## src/rtl/button_conditioner.sv

```systemverilog
// Push-button front end: two-flop synchroniser, tick-based debounce,
// press/release edge pulses and optional per-button auto-repeat.
module button_conditioner #(
  parameter int N_BTN              = 5,
  parameter int CLK_FREQ           = 100_000_000,
  parameter int TICK_HZ            = 1000,
  parameter int DEBOUNCE_TICKS     = 10,
  parameter int REPEAT_DELAY_TICKS = 500,
  parameter int REPEAT_RATE_TICKS  = 100,
  parameter logic [N_BTN-1:0] REPEAT_MASK = N_BTN'(5'b00010)
) (
  input  logic             clk,
  input  logic             reset,
  input  logic [N_BTN-1:0] btn_raw,
  output logic [N_BTN-1:0] btn_level,
  output logic [N_BTN-1:0] btn_press,
  output logic [N_BTN-1:0] btn_release,
  output logic [N_BTN-1:0] btn_repeat,
  output logic             tick
);

  localparam int TICK_DIV = CLK_FREQ / TICK_HZ;
  localparam int PW = $clog2(TICK_DIV);
  localparam int DW = (DEBOUNCE_TICKS < 2) ? 1
                    : $clog2(DEBOUNCE_TICKS);
  localparam int RMAX = (REPEAT_DELAY_TICKS > REPEAT_RATE_TICKS)
                      ? REPEAT_DELAY_TICKS : REPEAT_RATE_TICKS;
  localparam int RW = (RMAX < 2) ? 1 : $clog2(RMAX);
  localparam logic [PW-1:0] PLIM = PW'(TICK_DIV - 1);
  localparam logic [DW-1:0] DBLIM = DW'(DEBOUNCE_TICKS - 1);
  localparam logic [RW-1:0] DLIM = RW'(REPEAT_DELAY_TICKS - 1);
  localparam logic [RW-1:0] RLIM = RW'(REPEAT_RATE_TICKS - 1);

  typedef enum logic [1:0] {IDLE, DELAY, RATE} rep_state_t;

  logic [PW-1:0]    pcnt;
  logic [N_BTN-1:0] s1;
  logic [N_BTN-1:0] s2;
  logic [N_BTN-1:0] level_q;
  logic [DW-1:0]    dcnt [N_BTN];

  assign tick = (pcnt == PLIM);

  always_ff @(posedge clk) begin
    if (reset) begin
      pcnt <= '0;
    end else if (tick) begin
      pcnt <= '0;
    end else begin
      pcnt <= pcnt + 1'b1;
    end
  end

  always_ff @(posedge clk) begin
    if (reset) begin
      s1 <= '0;
      s2 <= '0;
    end else begin
      s1 <= btn_raw;
      s2 <= s1;
    end
  end

  // A disagreement must survive DEBOUNCE_TICKS ticks in a row.
  always_ff @(posedge clk) begin
    if (reset) begin
      btn_level <= '0;
      level_q   <= '0;
      for (int i = 0; i < N_BTN; i++) dcnt[i] <= '0;
    end else begin
      level_q <= btn_level;
      for (int i = 0; i < N_BTN; i++) begin
        if (s2[i] == btn_level[i]) begin
          dcnt[i] <= '0;
        end else if (tick) begin
          if (dcnt[i] == DBLIM) begin
            btn_level[i] <= s2[i];
            dcnt[i]      <= '0;
          end else begin
            dcnt[i] <= dcnt[i] + 1'b1;
          end
        end
      end
    end
  end

  assign btn_press   = btn_level & ~level_q;
  assign btn_release = ~btn_level & level_q;

  for (genvar i = 0; i < N_BTN; i++) begin : g_btn
    if (REPEAT_MASK[i]) begin : g_rep
      rep_state_t    st;
      rep_state_t    st_n;
      logic [RW-1:0] cnt;
      logic [RW-1:0] cnt_n;
      logic [RW-1:0] lim;
      logic          pulse;

      always_ff @(posedge clk) begin
        if (reset) begin
          st  <= IDLE;
          cnt <= '0;
        end else begin
          st  <= st_n;
          cnt <= cnt_n;
        end
      end

      always_comb begin
        st_n  = st;
        cnt_n = cnt;
        pulse = 1'b0;
        lim   = (st == DELAY) ? DLIM : RLIM;
        unique case (st)
          IDLE: begin
            if (btn_press[i]) begin
              st_n  = DELAY;
              cnt_n = '0;
              pulse = 1'b1;
            end
          end
          DELAY, RATE: begin
            if (!btn_level[i]) begin
              st_n  = IDLE;
              cnt_n = '0;
            end else if (tick) begin
              if (cnt == lim) begin
                st_n  = RATE;
                cnt_n = '0;
                pulse = 1'b1;
              end else begin
                cnt_n = cnt + 1'b1;
              end
            end
          end
          default: begin
            st_n  = IDLE;
            cnt_n = '0;
          end
        endcase
      end

      assign btn_repeat[i] = pulse;
    end else begin : g_norep
      assign btn_repeat[i] = btn_press[i];
    end
  end

endmodule

```

## config.mk

```make
export PLATFORM = sky130hd
export DESIGN_NAME = button_conditioner
export DESIGN_NICKNAME = d
export VERILOG_FILES = /design/src/rtl/button_conditioner.sv
export SDC_FILE = /design/constraint.sdc
export NUM_CORES = 1
export LEC_CHECK = 0
export ABC_AREA = 0
export CORE_ASPECT_RATIO = 1.2
export CORE_MARGIN = 2
export CORE_UTILIZATION = 29
export DETAILED_ROUTE_END_ITERATION = 16
export HOLD_SLACK_MARGIN = 0.12
export SYNTH_ARGS = -nofsm -noshare
export SYNTH_HDL_FRONTEND = slang
export SYNTH_SLANG_ARGS = --single-unit
```

## constraint.sdc

```tcl
create_clock -name clk -period 2.3 [get_ports clk]
set_clock_uncertainty 0.15 [all_clocks]
set_input_delay 0.345 -clock clk [delete_from_list [all_inputs] [get_ports clk]]
set_output_delay 0.345 -clock clk [all_outputs]
set_load 0.02 [all_outputs]
```

-- Word-level counts from Yosys, hierarchy flattened
Memory sizes are Yosys's and may differ from the RTL's.
Cells that the tools add are included.
- bitwise operators: 24
- multiplexer cells: 98
- add/subtract/negate cells: 7
- reductions and logical operators: 10
- equal/unequal tests: 17
- operators with widths (operator ; count):
    1-bit two-way mux ; 71
    4-bit two-way mux ; 15
    9-bit two-way mux ; 5
    4-bit by 1-bit adder with 4-bit output, second input constant ; 5
    4-bit equality test, second input constant ; 5
    9-bit case mux with 2 select lines ; 1
    3-bit AND reduction ; 6
    17-bit by 1-bit adder with 17-bit output, second input constant ; 1
    17-bit equality test, second input constant ; 1
    1-bit OR ; 15
    5-bit AND ; 2
    5-bit NOT ; 2
    9-bit by 1-bit adder with 9-bit output, second input constant ; 1
    9-bit equality test ; 1
    2-bit two-way mux ; 4
    3-bit != test, second input constant ; 2
    1-bit equality test ; 5
    1-bit NOT ; 5
    2-bit case mux with 2 select lines ; 1
    2-bit OR reduction ; 2
    2-bit by 1-bit equality test with 1-bit output, second input constant ; 1
    2-bit equality test, second input constant ; 1
    2-bit logical NOT ; 1
    2-bit != test, second input constant ; 1
    2 further kinds ; 2
- bits in writable memories: 20
- register bits after elaboration: 48
- bits of input ports: 7
- memories: 1
- output and inout port bits: 21
- word-level logic and storage cells: 168
- memories (memory ; words ; width ; rd ports ; clocked after Yosys merged registers in ; wr ports ; RTL line ; RTL):
    dcnt ; 5 ; 4 ; 5 ; 0 ; 5 ; 40 ; logic [DW-1:0] dcnt [N_BTN];

-- Logic depth before layout (Yosys ltp)
- depth in word-level cells: 8
- depth in mapped cells: 7
- gate-level depth less buffers: 7

-- Least setup slack after synthesis
OpenSTA, ideal clock, no wires.
- path type: register to register
- from: reg btn_level[1]
- to: reg g_btn[1].g_rep.cnt[5]
- cell stages (with the launch flop): 7
- data arrival time: 2.038 ns
- slack: 0.017 ns
- buffers on the path: 1
- library setup time: 0.096 ns
- clock period less this slack: 2.283 ns
- data required time: 2.054 ns
- cell sequence: dfxtp_1 > clkbuf_1 > nor2b_1 > nand2b_1 > nand2_1 > or3_4 > o41ai_2
- longest elaborated chain between the ends: 3
- elaborated cells between the ends (all ways): 6
- classes of those cells: 2 x eq/ne; 2 x mux; 1 x bitwise; 1 x reduce/logical
- RTL lines (item ; RTL line ; RTL):
    start: declaration ; 15 ; output logic [N_BTN-1:0] btn_level,
    start signal: indexed assignment ; 77 ; btn_level[i] <= s2[i];
    5-bit AND ; 87 ; assign btn_press = btn_level & ~level_q;
    via btn_press[1] ; 16 ; output logic [N_BTN-1:0] btn_press,
    2-bit != test (no line) ; - ;
    2-bit AND reduction (no line) ; - ;
    end signal: assignment ; 105 ; cnt <= cnt_n;
    end: declaration ; 94 ; logic [RW-1:0] cnt;
The timed path passes the listed nets, and every way through them passes these cells.
A chain may end at the register's enable or synchronous reset.

-- Worst setup path in the final report
- from: reg g_btn[1].g_rep.st[1]
- to: out btn_repeat[1]
- longest elaborated chain between the ends: 7
- elaborated cells between the ends (all ways): 10
- classes of those cells: 3 x eq/ne; 5 x mux; 2 x reduce/logical
- RTL lines (item ; RTL line ; RTL):
    start: declaration ; 92 ; rep_state_t st;
    start signal: assignment ; 104 ; st <= st_n;
    2-bit by 1-bit equality test with 1-bit output ; 113, 114 ;
    9-bit two-way mux ; 113 ; lim = (st == DELAY) ? DLIM : RLIM;
    9-bit equality test ; 127 ; if (cnt == lim) begin
    1-bit two-way mux ; 127 ;
    1-bit two-way mux ; 126 ; end else if (tick) begin
    1-bit two-way mux ; 123 ; if (!btn_level[i]) begin
    1-bit case mux with 2 select lines * ; 114 ; unique case (st)
    end: declaration ; 18 ; output logic [N_BTN-1:0] btn_repeat,
Mark *: on every way between the ends. The rest lies on a longest branch, timed or not.

==> results.sh <==
export IMPL_status="complete, but fails checks"
export IMPL_synth_seq_cells=68
export IMPL_r2r_end="g_btn[1].g_rep.cnt[5]"
export IMPL_synth_top_area_cell="dfxtp_1"
export IMPL_portBuffers=27
export IMPL_reg2reg_depth=7
export IMPL_fin_crit_sh_pct=104
export IMPL_via_count=2524
export IMPL_whs_path_depth=1
export IMPL_antenna_found_initial=0
export IMPL_start_util_pct=29.7
export IMPL_ys_async_sr_fraction_pct=0
export IMPL_min_path_type="reg -> reg"
export IMPL_slew_headroom_pct=66.9
export IMPL_final_common_cell="nor2_1"
export IMPL_cts_sinks=68
export IMPL_final_cell_mix="nor2_1, dfxtp_1, buf_4, nand2_1, nor2b_1"
export IMPL_worst_setup_path_start_kind="register"
export IMPL_hold_viol_final=0
export IMPL_setup_viol=1
export IMPL_cp_max_fo=2
export IMPL_rsz0062_at_grt="true"
export IMPL_grt_pass1_vias=2477
export IMPL_rrSetupSlack_ns=0.12
export IMPL_endpoint_kind="output port"
export IMPL_slew_violations=0
export IMPL_wl_per_cell_um=11.9
export IMPL_r2r_start="g_btn[1].g_rep.st[0]"
export IMPL_fill_cells=1117
export IMPL_switching_share_pct=22.2
export IMPL_synth_top_family_by_area="simple AND/OR/NAND/NOR gates"
export IMPL_synth_top_area_share_pct=29.4
export IMPL_die_h_um=120
export IMPL_utilization_pct=38.3
export IMPL_syn_inst=346
export IMPL_synth_simple_area_share_pct=28.1
export IMPL_yosysUniqueCellTypes=43
export IMPL_n_antenna_cell=0
export IMPL_drtIter0Drc=88
export IMPL_track_usage_pct=11.4
export IMPL_drive_gt1_share_pct=16.3
export IMPL_ir_worst_vdd_uv=327
export IMPL_root_buffer="clkbuf_16"
export IMPL_viasPerCell=4.65
export IMPL_io_pins=28
export IMPL_cellPowerDensity_nw_per_um2=655
export IMPL_die_w_um=101
export IMPL_yosys_warnings=0
export IMPL_synth_compound_area_share_pct=5.54
export IMPL_crit_arrival_ns=1.89
export IMPL_htree_levels=3
export IMPL_cts_tree="built"
export IMPL_p_int_mw=2.16
export IMPL_clockBufferDepth=2
export IMPL_layout_setup_ws_ns=-0.0828
export IMPL_violations="negative setup slack"
export IMPL_worst_pin_slew_ns=0.496
export IMPL_critPathKind="reg -> out"
export IMPL_ys_seq_area_share_pct=47.7
export IMPL_dp_slack_ns=-0.335
export IMPL_muxShareOfSynthArea_pct=1.53
export IMPL_leakage_nw=1.66
export IMPL_fin_nets=428
export IMPL_cts_buffers=9
export IMPL_post_dp_hpwl_um=4630
export IMPL_timing_hold_ws_ns=0.291
export IMPL_grt_pass1_wl_um=11100
export IMPL_syn_to_final_growth_pct=29.3
export IMPL_netlist_area_um2=3270
export IMPL_synth_main_ff_cell="dfxtp_1"
export IMPL_critPathRequiredTime_ns=1.80
export IMPL_globalplace_congestion=0.757
export IMPL_worst_hold_path_endpoint="s2[2]"
export IMPL_firstDrtPassIters=4
export IMPL_switchingPower_mw=0.616
export IMPL_grt_ovfl_total=0
export IMPL_coreArea_um2=11000
export IMPL_fmax_mhz=420
export IMPL_clockPowerShare_pct=49.5
export IMPL_grt_max_degree=36
export IMPL_wirelength_um=6480
export IMPL_drcViolationCount=0
export IMPL_hold_start="s1[2]"
export IMPL_postSynthAreaPerCell_um2=9.46
export IMPL_finalWorstPathRequiredPeriod_ns=2.38
export IMPL_netlist_top_cells_area="dfxtp_1, edfxtp_1, nor2_1"
export IMPL_synth_xor_area_share_pct=8.03
export IMPL_synth_edf_count=20
export IMPL_cap_violations=0
export IMPL_antenna_left=0
export IMPL_clk_pin_slew_ns=0.05
export IMPL_synthAdderAreaFrac_pct=5.73
export IMPL_num_rows=42
export IMPL_combPwrFrac_pct=4.6
export IMPL_p_seq_share_pct=45.9
export IMPL_die_area_um2=12200
export IMPL_insertion_delay_ns=0.33
export IMPL_syn_nets=368
[stage by stage]
step,setup TNS [ns],power [mW],std cells,area [um^2]
6_report,-0.0828,2.77,543,4230
3_3_place_gp,-0.283,1.41,526,3910
2_1_floorplan,0,1.37,346,3270
4_1_cts,-0.0875,2.81,543,4230
5_1_grt,-0.200,2.89,543,4230
3_5_place_dp,-0.335,1.42,526,3910
[cells in the mapped netlist, types with 2 or more instances]
cell type	count
xnor2_1	17
o21ai_1	3
nor2b_1	28
nand3_1	20
ha_1	15
edfxtp_1	20
inv_1	10
nor3_1	8
or4b_1	2
nor4_1	4
buf_2	2
nand4_1	3
and3_1	3
nand2b_1	2
o41ai_2	2
nor2_1	62
buf_4	5
mux2i_1	5
nand2_1	32
clkbuf_1	7
o21ai_0	3
nand3b_1	5
nand4bb_1	3
a21oi_1	5
dfxtp_1	48
xor2_1	13
nand4b_1	2
o31ai_2	2
[cell families after synthesis]
group / after synthesis
fa+ha+maj: 15
mux: 5
simple gates: 181
xor+xnor: 30
flops: 68
buf+inv: 24
compound gates: 23
[registers in the layout, indices dropped and copies added (netlist names)]
name and cells:
g_btn.g_rep.st 2, pcnt 17, s2 5, btn_level 5, s1 5, dcnt 20, level_q 5, g_btn.g_rep.cnt 9
[per-layer routing]
layer	vias up	global-route usage [%]	routed length (um)	share of wire, %
met5	-	0	0	0
met4	0	5.32	121	1.9
met3	10	2.14	213	3.3
met2	48	19.5	3190	49
met1	1168	13.8	2960	46
li1	1298	-	-	-
[cell type report]
type                    count  area, um^2  share of cell area [%]
repair buffers             63         546                    12.9
well taps                 132         165                    3.90
clock buffers               9         225                    5.32
inverters                  10        37.5                   0.887
multi-input cells         254        1620                    38.3
flip-flops and latches     68        1560                    36.9
clock inverters             7        75.1                    1.77
[power by group through the flow]
stage	Clock (mW)	Combinational (mW)	Sequential [mW]
4_1_cts	1.41	0.130	1.27
3_5_place_dp	0	0.124	1.30
2_1_floorplan	0	0.0758	1.29
6_report	1.37	0.128	1.27
5_1_grt	1.47	0.144	1.27
3_3_place_gp	0	0.120	1.29
[critical path: stages (launching register included)]
cell and delay [ns]:
dfxtp_2 0.33, inv_2 0.05, ha_4 0.15, or4_4 0.42, a211oi_2 0.22, nand4_1 0.10
a21oi_1 0.14, buf_4 0.16
[timing repair]
action                                  CTS  global route
pin swaps                                 3             0
endpoints found under the hold margin     0             0
gates resized for setup                  12             2
hold buffers                              0             0
buffers inserted                          1             0
endpoints found under the setup margin    2             7
[how the worst max path moves through the flow]
stage                            end  depth (start not counted)  slack, ns                  from
2_1_floorplan  g_btn[1].g_rep.cnt[5]                          6       0.02          btn_level[1]
3_3_place_gp           btn_repeat[1]                          7      -0.28  g_btn[1].g_rep.st[1]
3_5_place_dp           btn_repeat[1]                          7      -0.33  g_btn[1].g_rep.st[1]
4_1_cts                btn_repeat[1]                          7      -0.09  g_btn[1].g_rep.st[1]
5_1_grt                btn_repeat[1]                          7      -0.20  g_btn[1].g_rep.st[1]
6_report               btn_repeat[1]                          7      -0.08  g_btn[1].g_rep.st[1]
Power figures use the tool's default switching activity.
